===== src/rtl/mult_pkg.sv =====
`default_nettype none
// ============================================================================
//  Module   : mult_pkg
//  Brief    : Shared types and constants for the multiplier datapath and the
//             accumulator that consumes its products.
//  Revision : 1.0 - initial release
// ============================================================================
package mult_pkg;

  // Default widths, shared with the multiplier wrapper
  localparam int MULT_PROD_W = 64;
  localparam int MULT_ACC_W  = 64;

  // Saturation limits of a MULT_ACC_W-bit signed accumulator
  localparam logic [MULT_ACC_W-1:0] ACC_MAX = {1'b0, {(MULT_ACC_W-1){1'b1}}};
  localparam logic [MULT_ACC_W-1:0] ACC_MIN = {1'b1, {(MULT_ACC_W-1){1'b0}}};

  // Accumulator control states
  typedef enum logic [1:0] {
    IDLE  = 2'd0,
    ACCUM = 2'd1,
    DONE  = 2'd2
  } state_t;

endpackage : mult_pkg
`default_nettype wire


===== src/rtl/sat_add64.sv =====
`default_nettype none
// ============================================================================
//  Module   : sat_add64
//  Brief    : Combinational signed saturating adder. The sum is formed one
//             bit wider than the operands; a disagreement between the two top
//             bits means the true result is out of range and is clamped.
//  Revision : 1.0 - initial release
// ============================================================================
module sat_add64
  import mult_pkg::*;
#(
  parameter int W = MULT_ACC_W
) (
  input  logic [W-1:0] a,
  input  logic [W-1:0] b,
  output logic [W-1:0] sum,
  output logic         sat
);

  localparam logic [W-1:0] C_MAX = {1'b0, {(W-1){1'b1}}};
  localparam logic [W-1:0] C_MIN = {1'b1, {(W-1){1'b0}}};

  logic [W:0] w_full;
  logic       w_out_of_range;

  assign w_full         = {a[W-1], a} + {b[W-1], b};
  assign w_out_of_range = w_full[W] ^ w_full[W-1];

  // Pass the in-range sum through, otherwise clamp toward the sign of the true result
  always_comb begin
    sum = w_full[W-1:0];
    if (w_out_of_range) begin
      sum = w_full[W] ? C_MIN : C_MAX;
    end
  end

  assign sat = w_out_of_range;

endmodule : sat_add64
`default_nettype wire


===== src/rtl/mult_accumulator.sv =====
`default_nettype none
// ============================================================================
//  Module   : mult_accumulator
//  Brief    : Accumulates a programmed number of signed products from the
//             multiplier into a saturating sum, then holds the result on a
//             valid/ready output until the consumer takes it.
//  Revision : 1.0 - initial release
// ============================================================================
module mult_accumulator
  import mult_pkg::*;
#(
  parameter int PROD_W = MULT_PROD_W,
  parameter int ACC_W  = MULT_ACC_W,
  parameter int LEN_W  = 8
) (
  input  logic              clk,
  input  logic              rst,
  input  logic              start,
  input  logic [LEN_W-1:0]  len,
  input  logic [PROD_W-1:0] prod_in,
  input  logic              prod_valid,
  output logic              prod_ready,
  output logic [ACC_W-1:0]  acc_out,
  output logic              ovf,
  output logic              out_valid,
  input  logic              out_ready,
  output logic              busy,
  output logic [LEN_W-1:0]  count
);

  state_t             r_state;
  logic [ACC_W-1:0]   r_acc;
  logic               r_ovf;
  logic [LEN_W-1:0]   r_count;
  logic [LEN_W-1:0]   r_len;

  logic [ACC_W-1:0]   w_prod_ext;
  logic [ACC_W-1:0]   w_sum;
  logic               w_sat;
  logic [LEN_W-1:0]   w_count_nxt;
  logic               w_prod_xfer;

  // Products are two's complement, so widen with sign extension
  assign w_prod_ext  = ACC_W'($signed(prod_in));
  assign w_count_nxt = r_count + LEN_W'(1);
  assign w_prod_xfer = prod_valid & prod_ready;

  sat_add64 #(
    .W (ACC_W)
  ) u_sat_add (
    .a   (r_acc),
    .b   (w_prod_ext),
    .sum (w_sum),
    .sat (w_sat)
  );

  // Control FSM together with the accumulator, overflow flag, count and length
  always_ff @(posedge clk or posedge rst) begin
    if (rst) begin
      r_state <= IDLE;
      r_acc   <= '0;
      r_ovf   <= 1'b0;
      r_count <= '0;
      r_len   <= '0;
    end else begin
      case (r_state)
        IDLE: begin
          if (start) begin
            r_len   <= len;
            r_acc   <= '0;
            r_ovf   <= 1'b0;
            r_count <= '0;
            // A zero-length job has nothing to sum and reports zero at once
            r_state <= (len == '0) ? DONE : ACCUM;
          end
        end
        ACCUM: begin
          if (w_prod_xfer) begin
            r_acc   <= w_sum;
            r_ovf   <= r_ovf | w_sat;
            r_count <= w_count_nxt;
            if (w_count_nxt == r_len) begin
              r_state <= DONE;
            end
          end
        end
        DONE: begin
          // Result stays put until accepted; the sum survives into IDLE
          if (out_ready) begin
            r_state <= IDLE;
          end
        end
        default: r_state <= IDLE;
      endcase
    end
  end

  assign prod_ready = (r_state == ACCUM);
  assign out_valid  = (r_state == DONE);
  assign busy       = (r_state != IDLE);
  assign acc_out    = r_acc;
  assign ovf        = r_ovf;
  assign count      = r_count;

endmodule : mult_accumulator
`default_nettype wire


===== config.mk =====
export PLATFORM = sky130hd
export DESIGN_NAME = mult_accumulator
export DESIGN_NICKNAME = d
export VERILOG_FILES = /design/src/rtl/mult_pkg.sv /design/src/rtl/sat_add64.sv /design/src/rtl/mult_accumulator.sv
export SDC_FILE = /design/constraint.sdc
export NUM_CORES = 1
export LEC_CHECK = 0
export ABC_AREA = 1
export CAP_MARGIN = 20
export CORE_MARGIN = 1
export CORE_UTILIZATION = 60
export DETAILED_ROUTE_END_ITERATION = 16
export DONT_BUFFER_PORTS = 1
export HOLD_SLACK_MARGIN = 0.1
export PLACE_DENSITY = 0.85
export SETUP_SLACK_MARGIN = 0.15
export SLEW_MARGIN = 20
export SYNTH_ARGS = -nofsm -noshare
export SYNTH_HDL_FRONTEND = slang
export SYNTH_SLANG_ARGS = --single-unit

===== constraint.sdc =====
create_clock -name clk -period 3 [get_ports clk]
set_clock_uncertainty 0.1 [all_clocks]
set_input_delay 0.15 -clock clk [delete_from_list [all_inputs] [get_ports clk]]
set_output_delay 0.15 -clock clk [all_outputs]
set_load 0.05 [all_outputs]

; ---- Word level (Yosys, flattened, before mapping)
; Index checks and enable logic that the tools add are counted.
[totals]
out_inout_bits = 76
romBits = 0
register_bits = 83
input_bits = 77
ramBits = 0
latch_bits = 0
memories = 0
word_cells = 41
[classes]
n_div = 0
eq_ne = 7
mux = 17
magnitude_cmp = 0
shift = 0
multipliers = 0
add_sub_neg = 2
bitwise_logic = 3
reduce_logical = 7
[op_table]
columns = op, n
row1 = 2-to-1 mux 64 bit, 4
row2 = one-hot mux 64 bit (2 select lines), 1
row3 = adder 64 x 64 -> 65 bit, 1
row4 = 2-to-1 mux 8 bit, 2
row5 = one-hot mux 8 bit (2 select lines), 1
row6 = 2-to-1 mux 2 bit, 5
row7 = adder 8 x 1 -> 8 bit (second input constant), 1
row8 = == test 8 bit, 1
row9 = zero test 8 bit, 1
row10 = inequality test 2 x 1 -> 1 bit (second input constant), 3
row11 = one-hot mux 2 bit (3 select lines), 1
row12 = AND reduction 4 bit, 1
row13 = nonzero test 2 bit, 2
row14 = AND reduction 3 bit, 1
row15 = == test 2 x 1 -> 1 bit (second input constant), 1
row16 = == test 2 bit (second input constant), 1
row17 = zero test 2 bit, 1
row18 = 2-to-1 mux 1 bit, 2
row19 = inequality test 2 bit (second input constant), 1
row20 = one-hot mux 1 bit (2 select lines), 1
row21 = AND reduction 2 bit, 1
row22 = bitwise AND 1 bit, 1
row23 = bitwise OR 1 bit, 1
row24 = XOR 1 bit, 1

; ---- Longest topological paths before layout
[logic_depth]
ltp_word = 5
ltp_mapped = 20
depth_no_buf = 18

; ---- Cells and area by module
; Synthesis repeated with hierarchy kept, for this count alone.
[hier_totals]
cells_unflattened = 1508
hier_area_um2 = 9262.6
[by_module_without_submodules]
columns = module, n_inst, cells_per_inst, seq_area_each_um2, area_per_inst_um2
row1 = sat_add64, 1, 1190, 0.0, 5823.1
row2 = mult_accumulator, 1, 318, 2077.0, 3439.5

; ---- Worst setup path after synthesis
; OpenSTA, ideal clock, no wires.
[synth_timing]
path_type = register -> register
from = register r_acc[0], in the netlist acc_out[0]
to = register r_acc[13], in the netlist acc_out[13]
n_path_buf = 2
setup_time_ps = 123
arrival_time_ps = 2673
stages_incl_launch_ff = 21
synth_period_minus_slack_ps = 2896
required_time_ps = 2777
path_slack_ps = 104
path_cell_list = dfrtp_1 ha_1 fa_1 nand2_1 nand2_1 nand3_1 nand2_2 nand2_1 nand2_2 nand2_1 nand2_2 nand2_2 nand2_1 nand2_1 nand2_1 nand2_2 nand2_2 buf_6 buf_6 o21ai_0 nand2_1
[synth_between]
elab_chain_len = 5
word_cells_on_any_way = 6
classes_between = add/sub (1) / mux (4) / bitwise (1)
[synth_rtl]
columns = item, line_no
row1 = start: declaration, mult_accumulator.sv:32  ; logic [ACC_W-1:0] r_acc;
row2 = start signal: assignment, mult_accumulator.sv:79  ; r_acc <= w_sum;
row3 = adder 64 x 64 -> 65 bit (*), sat_add64.sv:26  ; assign w_full = {a[W-1], a} + {b[W-1], b};
row4 = 2-to-1 mux 64 bit / XOR 1 bit (equally long branches), "sat_add64.sv:33, sat_add64.sv:27"
row5 = 2-to-1 mux 64 bit (*), sat_add64.sv:32  ; if (w_out_of_range) begin
row6 = 2-to-1 mux 64 bit (*), mult_accumulator.sv:78  ; if (w_prod_xfer) begin
row7 = one-hot mux 64 bit (2 select lines) (*), mult_accumulator.sv:66  ; case (r_state)
; Every way passes the cells marked *; elsewhere a longest branch is shown, timed or not. The select of a mux whose other input is x is not followed.
; A chain may end at the register's enable or synchronous reset.

; ---- Worst setup path after layout
[layout_timing]
from = register r_acc[22], in the netlist acc_out[22]
to = register r_acc[1], in the netlist acc_out[1]
; Same word-level chain as after synthesis.

==> results.txt <==
The sum of net half-perimeters after detailed placement is 24000 um. Total power for the finished layout comes to approximately 14000 uW. STA classifies the critical path startpoint as a register. The synthesized netlist cell count is 1461. The total overflow reported by the global router came out at 0. The routed layout has 10.24k vias. Detailed routing placed a total of between 3000 and 4000 um of wire on met3.

The summed negative setup slack over all endpoints came out at 0 ns. The detailed route wirelength on metal2 is ~15000 um. The global-route wire length before repair is 46200 um. The register area share after synthesis came out at 23.79%. The post-route netlist has 13.54% of its cells at a drive strength greater than 1. On the critical path, the stage with the largest delay is an instance of sky130_fd_sc_hd__dfrtp_1. The class of the worst hold path is input port to register. The setup violation total in the final timing report came out at 0. The die span in y is around 120 um.

The post-placement worst setup slack came out at around 0.095 ns. The cell area that synthesis handed to floorplanning was between 8000 and 9000 um2. In this run the static leakage power is approximately 0.0057 uW. On the worst path, the slowest cell contributes a delay of roughly 0.4 ns.

The share of the clock period used by the worst path is roughly 97%. The kind of capture point of the worst setup path is a register. Measured on the finished design, the core utilization comes to 75.92%.

The critical path goes through ha_1 -> nand2_1 -> inv_1 -> a21oi_1 -> nand2_1 -> a21oi_1 -> nand2_2 -> nand2_2 -> nand2_1 -> nand2_1 -> nand2_2 -> a21oi_4 -> buf_12 -> clkbuf_16 -> o21ai_0 -> nand2_1. The synthesized flop and latch total came out at 83. The number of global-route vias before repair came to 9272. The number of sinks driven by the clock tree is 83.

Broken down by cell family, the worst path's largest delay share belongs to simple AND/OR/NAND/NOR gates. For the worst setup path, the data required time is about 3.2 ns. In the layout the commonest cells are sky130_fd_sc_hd__nand2_1 (564), sky130_fd_sc_hd__inv_1 (191), sky130_fd_sc_hd__nor2_1 (140). The shortest period the worst path allows is around 2.9 ns. The run finished with clean final reports. The uppermost layer routed is met4. The maximum number of pins on one net before global-route repair is between 40 and 50.

The buffer depth of the longest clock path is 2. In the final routing, the length of wire on met1 measures 12660 um. The largest fanout of any net on the critical path is 11. The first-pass detailed-route iteration total came out at 6. The internal power of the cells came out at between 5000 and 6000 uW. The antenna violation net count after detailed routing came out at 0. The buffering stage count on the worst path with inverters included is 3. The number of cell rows is between 40 and 50.

For this block, the initial DRC count from the detailed router was slightly below 1k. The count of yosys warnings during synthesis is 0. The layout overhead on the synthesized area came out at 22.08%. The x dimension of the die is 122.6 um.

The final max-slew violation count is 0. The cell at the root of the clock tree is sky130_fd_sc_hd__clkbuf_16. The remaining design rule violation count came out at 0. Dividing the detail-routed via count by the number of cells gives ~6. The post-synthesis area per instance came out at 5.977 um2. By area the synthesized netlist is led by sky130_fd_sc_hd__nand2_1 (25%), sky130_fd_sc_hd__dfrtp_1 (24%), sky130_fd_sc_hd__ha_1 (9.3%). Headroom to the max-slew limit came out at ~34%.

The arrival time at the worst endpoint is approximately 3.1 ns. The final-report hold violation count was 0. In this run the power spent charging and discharging nets is roughly 8000 uW.

0 antenna diodes ended up in the layout. The worst setup path is of the register to register kind. The total nets after synthesis came out at around 1.6k. The floorplan die area came out at approximately 15000 um2. The relative contribution of sequential cells to total power is between 10% and 20%. The count of H-tree levels built during CTS came out at 3. The core area came out at between 10000 and 15000 um2.

After detailed routing, the total wire length is 32240 um. The routed wirelength normalized by instance count came out at roughly 18 um. The worst vdd rail ir drop is approximately 0.0011 V.

The final critical-path setup slack is 0.1028 ns. In this design, the critical path's most frequently occurring cell is sky130_fd_sc_hd__nand2_1. TritonCTS built the clock tree. The number of nets in the finished design came out at ~1.7k.

The library cell used most frequently in the layout, excluding fill and tap cells, is sky130_fd_sc_hd__nand2_1. The number of antenna violations at the first check in global routing is 0. Across the run, the number of max-cap violations was 0.

Dividing total power by cell area gives a power density of 1279 nW/um2. The number of different library cells in the post-synthesis netlist is 39. The insertion delay to the later sink of the worst-skew pair came out at about 0.37 ns. The clock-pin slew on the worst setup and hold paths came out at 0.07 ns. The congestion estimate from routability-driven global placement came to around 1.0. The share of total power in the clock network came out at around 8.6%. At the pin with the least slew margin, the transition time is between 0.9 and 1 ns. After synthesis, the largest area contributor takes up between 20% and 30% of total cell area. The initial cell density of the core came out at 62.18%. The number of buffers inserted during clock tree synthesis is 9. The placed cell area is around 9500 um2. The fmax is approximately 350 MHz. The post-layout instance area came out at about 11000 um2.

The number of I/O pins is approximately 150. sky130_fd_sc_hd__nand2_1 takes more of the synthesized area than any other cell. In this run switching power makes up 58.26% of total power. The combinational cell fraction of total power is between 70% and 80%. For this run, the total global-route usage over all layers was measured as 40.28%. The number of buffers inserted by port buffering came out at 0. Setup repair after global routing could not meet its margin everywhere.
## power groups by stage
stage / combinational (uW) / sequential (uW) / clock (uW)
after floorplan: 5140 / 3260 / 0
after global placement: 8750 / 1920 / 0
after detailed placement: 8960 / 1950 / 0
after CTS: 9080 / 1930 / 1150
after global routing: 11200 / 2040 / 1200
final: 10500 / 2000 / 1170
## cells by family after synthesis
kind of cell	synth area share, %
and+or+nand+nor	41.09
buffers and inverters	9.700
AOI/OAI and AO/OA	11.16
DFF	23.79
adders and majority gates	9.543
xor gates and xnor gates	4.714
## routing by layer
metal	GRT usage [%]	vias up
met5	0	-
met4	14.86	0
met3	8.225	121
met2	68.79	591
met1	49.75	4715
li1	-	4816
## state kept, by name, indices dropped and copies added (netlist names)
| register | cells |
|---|---|
| count | 8 |
| ovf | 1 |
| r_state | 2 |
| r_len | 8 |
| acc_out | 64 |
## through the flow
step	hold WS, ns	std cells
final	0.06622	1746
after global routing	0.1021	1746
after CTS	0.1381	1733
after detailed placement	0.03741	1701
after global placement	0.03045	1701
after floorplan	0.1596	1461
## cell usage after synthesis
| master | instances |
|---|---|
| sky130_fd_sc_hd__o31ai_1 | 1 |
| sky130_fd_sc_hd__or2_1 | 2 |
| sky130_fd_sc_hd__xor2_1 | 41 |
| sky130_fd_sc_hd__nor3_2 | 2 |
| sky130_fd_sc_hd__nor2_2 | 3 |
| sky130_fd_sc_hd__nor2_1 | 148 |
| sky130_fd_sc_hd__and2_1 | 3 |
| sky130_fd_sc_hd__o21a_1 | 2 |
| sky130_fd_sc_hd__nor3b_1 | 1 |
| sky130_fd_sc_hd__nand2_2 | 13 |
| sky130_fd_sc_hd__nand2_1 | 575 |
| sky130_fd_sc_hd__o21bai_1 | 26 |
| sky130_fd_sc_hd__fa_1 | 1 |
| sky130_fd_sc_hd__a21o_1 | 3 |
| sky130_fd_sc_hd__a21oi_1 | 73 |
| sky130_fd_sc_hd__nand3b_1 | 13 |
| sky130_fd_sc_hd__clkbuf_1 | 8 |
| sky130_fd_sc_hd__clkinv_1 | 1 |
| sky130_fd_sc_hd__o21ai_0 | 47 |
| sky130_fd_sc_hd__clkbuf_2 | 1 |
| sky130_fd_sc_hd__inv_1 | 192 |
| sky130_fd_sc_hd__nand4_1 | 14 |
| sky130_fd_sc_hd__buf_6 | 3 |
| sky130_fd_sc_hd__or2_2 | 1 |
| sky130_fd_sc_hd__nor4_1 | 8 |
| sky130_fd_sc_hd__o22ai_1 | 7 |
| sky130_fd_sc_hd__xnor2_1 | 6 |
| sky130_fd_sc_hd__a21oi_2 | 1 |
| sky130_fd_sc_hd__ha_1 | 65 |
| sky130_fd_sc_hd__and3_1 | 2 |
| sky130_fd_sc_hd__nand3_1 | 74 |
| sky130_fd_sc_hd__o21ai_1 | 10 |
| sky130_fd_sc_hd__buf_2 | 10 |
| sky130_fd_sc_hd__a21boi_0 | 2 |
| sky130_fd_sc_hd__dfrtp_1 | 83 |
| sky130_fd_sc_hd__nand2_4 | 1 |
| sky130_fd_sc_hd__inv_2 | 1 |
| sky130_fd_sc_hd__a21oi_4 | 1 |
| sky130_fd_sc_hd__nor3_1 | 16 |
## worst paths after layout
kind / cells after the start / start / slack [ns] / endpoint
setup / recovery: 16 / acc_out[22]$_DFFE_PP0P_ / 0.10 / acc_out[1]$_DFFE_PP0P_
max in group asynchronous: 3 / rst / 1.89 / acc_out[28]$_DFFE_PP0P_
setup reg to reg: 16 / acc_out[22]$_DFFE_PP0P_ / 0.10 / acc_out[1]$_DFFE_PP0P_
min in group asynchronous: 2 / rst / 0.20 / r_len[6]$_DFFE_PP0P_
hold / removal: 5 / prod_in[40] / 0.07 / acc_out[40]$_DFFE_PP0P_
hold reg to reg: 2 / acc_out[1]$_DFFE_PP0P_ / 0.48 / acc_out[1]$_DFFE_PP0P_
## tightest hold or removal path, stage by stage
cell                      delay (ns)
sky130_fd_sc_hd__ha_4           0.13
sky130_fd_sc_hd__xor2_1         0.06
sky130_fd_sc_hd__nand3_1        0.06
sky130_fd_sc_hd__nand2_1        0.05
sky130_fd_sc_hd__nand2_1        0.05
## cell type report
cell class	count	area, um2
multi-input cells	1162	6314
fillers	1122	3382
flip-flops and latches	83	2079
repair buffers	111	1017
inverters	194	729.5
clock buffers	10	239.0
well taps	180	225.2
clock inverters	6	56.30
## repair_timing
| item | in CTS | in global routing |
|---|---|---|
| setup endpoints to repair | 9 | 64 |
| cloned | 0 | 5 |
| setup buffers | 0 | 7 |
| hold buffers | 16 | 1 |
| endpoints found under the hold margin | 47 | 1 |
| pin swaps | 0 | 8 |
| gates resized for setup | 9 | 110 |
(Power assumes the default switching activity.)
